**config.mk**
```make
export PLATFORM = sky130hd
export DESIGN_NAME = sipo_rx
export DESIGN_NICKNAME = d
export VERILOG_FILES = /design/src/rtl/sipo_rx.sv
export SDC_FILE = /design/constraint.sdc
export NUM_CORES = 1
export LEC_CHECK = 0
export CAP_MARGIN = 25
export CELL_PAD_IN_SITES_DETAIL_PLACEMENT = 0
export CELL_PAD_IN_SITES_GLOBAL_PLACEMENT = 2
export CORE_MARGIN = 2
export CORE_UTILIZATION = 27
export CTS_CLUSTER_SIZE = 14
export DETAILED_ROUTE_END_ITERATION = 10
export MAX_ROUTING_LAYER = met4
export PLACE_DENSITY = 0.75
export SLEW_MARGIN = 5
export SYNTH_ARGS = -nofsm -noshare
export SYNTH_HDL_FRONTEND = slang
export SYNTH_SLANG_ARGS = --single-unit
```
**constraint.sdc**
```tcl
create_clock -name clk -period 1.4 [get_ports clk]
set_input_delay 0.28 -clock clk [delete_from_list [all_inputs] [get_ports clk]]
set_output_delay 0.28 -clock clk [all_outputs]
set_load 0.005 [all_outputs]
```
**src/rtl/sipo_rx.sv**
```systemverilog
// sipo_rx: serial-in/parallel-out receiver for the 4-bit serial link.
// Assembles qualified serial bits into words behind a one-entry valid/ready holding register.
module sipo_rx #(
  parameter int WIDTH     = 4,
  parameter bit LSB_FIRST = 1'b1
) (
  input  logic             clk,
  input  logic             rst,
  input  logic             si,
  input  logic             si_en,
  input  logic             sync,
  output logic [WIDTH-1:0] po,
  output logic             po_valid,
  input  logic             po_ready,
  output logic             busy,
  output logic             overrun
);

  localparam int CW = $clog2(WIDTH);

  logic [WIDTH-1:0] sh;
  logic [WIDTH-1:0] nxt;
  logic [CW-1:0]    cnt;
  logic             take;
  logic             last;
  logic             free;
  logic             load;
  logic             drain;

  // next shift value, completion and holding-register handshake terms
  always_comb begin
    nxt   = LSB_FIRST ? {si, sh[WIDTH-1:1]} : {sh[WIDTH-2:0], si};
    take  = si_en & ~sync;
    last  = (cnt == CW'(WIDTH-1));
    free  = ~po_valid | po_ready;
    load  = take & last & free;
    drain = po_valid & po_ready;
  end

  // shifter, bit counter, holding register and sticky overrun
  always_ff @(posedge clk) begin
    if (rst) begin
      sh       <= '0;
      cnt      <= '0;
      po       <= '0;
      po_valid <= 1'b0;
      overrun  <= 1'b0;
    end else begin
      if (sync) begin
        sh  <= '0;
        cnt <= '0;
      end else if (si_en) begin
        sh  <= nxt;
        cnt <= last ? '0 : cnt + CW'(1);
      end
      if (load) begin
        po       <= nxt;
        po_valid <= 1'b1;
      end else if (drain) begin
        po_valid <= 1'b0;
      end
      if (take && last && !free) begin
        overrun <= 1'b1;
      end
    end
  end

  assign busy = (cnt != '0);

endmodule

```
# After elaboration in Yosys (flattened, before gate mapping)
# Index checks and enable logic that the tools add are counted.
[classes]
add_sub_neg = 1
muxes = 3
n_reduce_logical = 6
bitwise = 7
n_eq_ne = 1
[op_table]
columns = ["cell", "n"]
rows = [
  ["$and A1 B1 Y1", 4],
  ["$reduce_bool A2 Y1", 2],
  ["$add A2 B1 Y2 const B", 1],
  ["$eq A2 B2 Y1 const B", 1],
  ["$logic_and A1 B1 Y1", 2],
  ["$mux W1", 2],
  ["$mux W2", 1],
  ["$not A1 Y1", 2],
  ["$reduce_or A2 Y1", 1],
  ["$logic_not A1 Y1", 1],
  ["$or A1 B1 Y1", 1],
]
[word_totals]
elab_cells = 23
regBits = 12

# Logic depth before layout (Yosys ltp)
[depth]
ltp_word = 5
depth_mapped = 5

# Worst setup path before layout
# OpenSTA, ideal clock, no wires.
[synth_timing]
kind = "reg-to-reg"
start = "reg cnt[0]"
end = "reg po[0]"
path_stages_with_launch = 6
arrival_time_ns = 1.024
path_slack_ns = 0.305
cell_sequence = "dfxtp_1 ha_1 nand3b_4 nor2b_2 buf_6 mux2i_1"
[synth_between]
elab_chain_len = 3
[synth_lines]
columns = ["item", "line_no", "text"]
rows = [
  ["start, declared", "23", "logic [CW-1:0] cnt;"],
  ["start signal, assigned", "54", "cnt <= last ? '0 : cnt + CW'(1);"],
  ["$eq A2 B2 Y1", "34", "last = (cnt == CW'(WIDTH-1));"],
  ["$and A1 B1 Y1 (2 in a row)", "36", "load = take & last & free;"],
  ["end signal, assigned", "57", "po <= nxt;"],
  ["end, declared", "12", "output logic [WIDTH-1:0] po,"],
]
# Every way passes these cells.
# A chain may end at the register's enable or synchronous reset.

# Final worst setup path
[layout_timing]
start = "reg cnt[1]"
end = "out busy"
[layout_between]
elab_chain_len = 1
[layout_lines]
columns = ["item", "line_no", "text"]
rows = [
  ["$reduce_bool A2 Y1", "68", "assign busy = (cnt != '0);"],
  ["end, declared", "15", "output logic busy,"],
]
# Every way passes these cells.

==> qor.csv <==
metric;value;unit
clock tree from TritonCTS;yes;
dominant synthesized flop cell;dfxtp_1;
GR Layer Usage met1;12.44;%
final setup TNS;0;ns
clock root buffer;clkbuf_4;
largest net degree at the start of global routing;16;
fin crit period;1.337;ns
nets@finish;77;
switching share of power;21.48;%
sequential-to-total area share from yosys stat;43.56;%
Routed WL per cell;8.860;µm
Max transition margin;91.10;%
ant diodes;0;
Overall Global Routing Usage;8.923;%
combinational share of power;10.2;%
Critical Path Sink Type;output port;
routed vias;362;
Ys Warns;0;
Max Transition Viols Final;0;
Layout area overhead;46.04;%
number of global-route vias before repair;323;
Die H;47.27;µm
total grt overflow;0;
Syn Inst Count;48;
initial core utilization;28.96;%
Max Clock Skew;0.002536;ns
CORE AREA;0.001745;mm²
final wirelength;824;µm
Post-DP HPWL;601.3;µm
# setup viols final;0;
worst min path class;register to register;
worst endpoint required time;1.12;ns
Static Leak;0.4117;nW
die width;47.27;µm
Iter 0 DRT Violations;4;
gr busiest metal;met1;
CP Class;register to output port;
power per cell area;801.0;mW/mm²
Die Area;0.002234;mm²
startpoint types;register;
Max Cap Viol;0;
TritonCTS Buffers;3;
NetSw;127.0;µW
deepest clock path buffer count;2;
Fmax;748.0;MHz
share of the synthesized area in the top cell type;43.56;%
count leader, synth;dfxtp_1;
worst hold margin;0.4760;ns
synth unique cells;13;
final hold violations;0;
first-pass GRT wire length;1338;µm
Clock Power Share;36.1;%
htree depth;1;
Max VDD drop;0.0004062;V
initial antenna violation count;0;
CP max FO;3;
clock sink count;11;
FF+latch count, synth;11;
Cell Area, Synth;505.5;µm²
Port-buffer cells;12;
synth cell count leaders;dfxtp_1, mux2i_1, nand2b_1;
ys async rst share;0;%
drt pass-1 iters;4;
area leader, netlist;dfxtp_1;
unrepaired setup endpoints after global routing;false;
P_int;464.3;µW
Antenna Nets Post-Route;0;
syn_nets;56;
status;complete, no violations;
num rows;15;
share of layout cells above drive strength 1;22.06;%
GR Util met2;10.54;%
Power, Total;591.3;µW
Worst Tran Pin Value;0.1297;ns
Seq pwr share;53.8;%
met3 usage;3.462;%
Area contributors post-synth;dfxtp_1, mux2i_1, nand2b_1;
RD Place Congestion;0.6832;
io pins;13;
Vias per Instance;3.892;
clk_lat worst skew;0.26;ns
Arr. time, crit path;1.06;ns
Clock transition at path regs;0.07;ns
period utilisation layout;95.49;%
detailed-route DRC error count;0;
Post-synth EDFFs;0;
post-synthesis average cell area;10.53;µm²
## worst paths after layout
path | startpoint | end | slack [ns] | cells after the start
max reg2reg | cnt[0] | po[3] | 0.19 | 6
max | cnt[1] | busy | 0.06 | 4
min | sh[1] | po[0] | 0.48 | 2
min reg2reg | sh[1] | po[0] | 0.48 | 2
## power by group through the flow
| stage | Clock, mW | Sequential [mW] | Combinational [mW] |
|---|---|---|---|
| 2_1_floorplan | 0 | 0.325 | 0.0278 |
| 3_3_place_gp | 0 | 0.325 | 0.0624 |
| 3_5_place_dp | 0 | 0.325 | 0.0618 |
| 4_1_cts | 0.220 | 0.318 | 0.0609 |
| 5_1_grt | 0.240 | 0.318 | 0.0656 |
| 6_report | 0.213 | 0.318 | 0.0601 |
## cell type report
type,instances,area [µm²]
fillers,196,1007
multi-input cells,31,247.7
flip-flops and latches,11,222.7
repair buffers,19,198.9
well taps,25,31.28
clock buffers,4,26.28
inverters,3,11.26
## per-layer routing
| layer | share of wire (%) | routed length [µm] |
|---|---|---|
| met5 | 0 | 0 |
| met3 | 3.8 | 31 |
| met1 | 52 | 429 |
| met4 | 0 | 0 |
| met2 | 44 | 363 |
## state kept, by name (all words and copies together), names as in the netlist
register  cells
cnt           2
sh            3
overrun       1
po_valid      1
po            4
## worst max-delay path, stage by stage (launching register included)
cell and delay [ns]:
dfxtp_2 0.34, inv_1 0.04, ha_1 0.16, inv_1 0.04, dlygate4sd2_1 0.22
## layout by cell type, fill, tap and decap left out, drive strengths merged
cell type,count
clkbuf,4
nor2b,1
buf,7
o21ba,1
dlymetal6s2s,6
dfxtp,11
nand2b,9
ha,2
mux2i,9
nand3b,1
a21oi,1
inv,3
clkdlybuf4s50,5
nor3,5
nor2,2
dlygate4sd2,1
## logic make-up after synthesis
group                    after synthesis  share of synthesized area [%]
AND/OR/NAND/NOR                       18                          23.27
adder cells (fa/ha/maj)                2                          4.950
AO/OA/AOI/OAI                          2                          2.969
multiplexers                           9                          17.82
buffers and inverters                  6                          7.425
flip-flops                            11                          43.56
## repair_timing
action	in CTS	in global routing
endpoints found under the setup margin	1	6
gates cloned	0	0
gates resized for setup	3	6
setup buffers	0	0
hold buffers	0	0
## through the flow
step,std cells,setup WS [ns],utilization (%),area [µm²]
floorplan,48,0.3046,-,505.5
global placement,89,-0.008812,39.86,695.7
detailed placement,89,-0.02485,39.86,695.7
CTS,93,0.01200,41.43,723.2
global route,93,0.0001041,42.29,738.2
finish,93,0.06317,42.29,738.2
No activity file was read; power rests on OpenSTA's default activity.
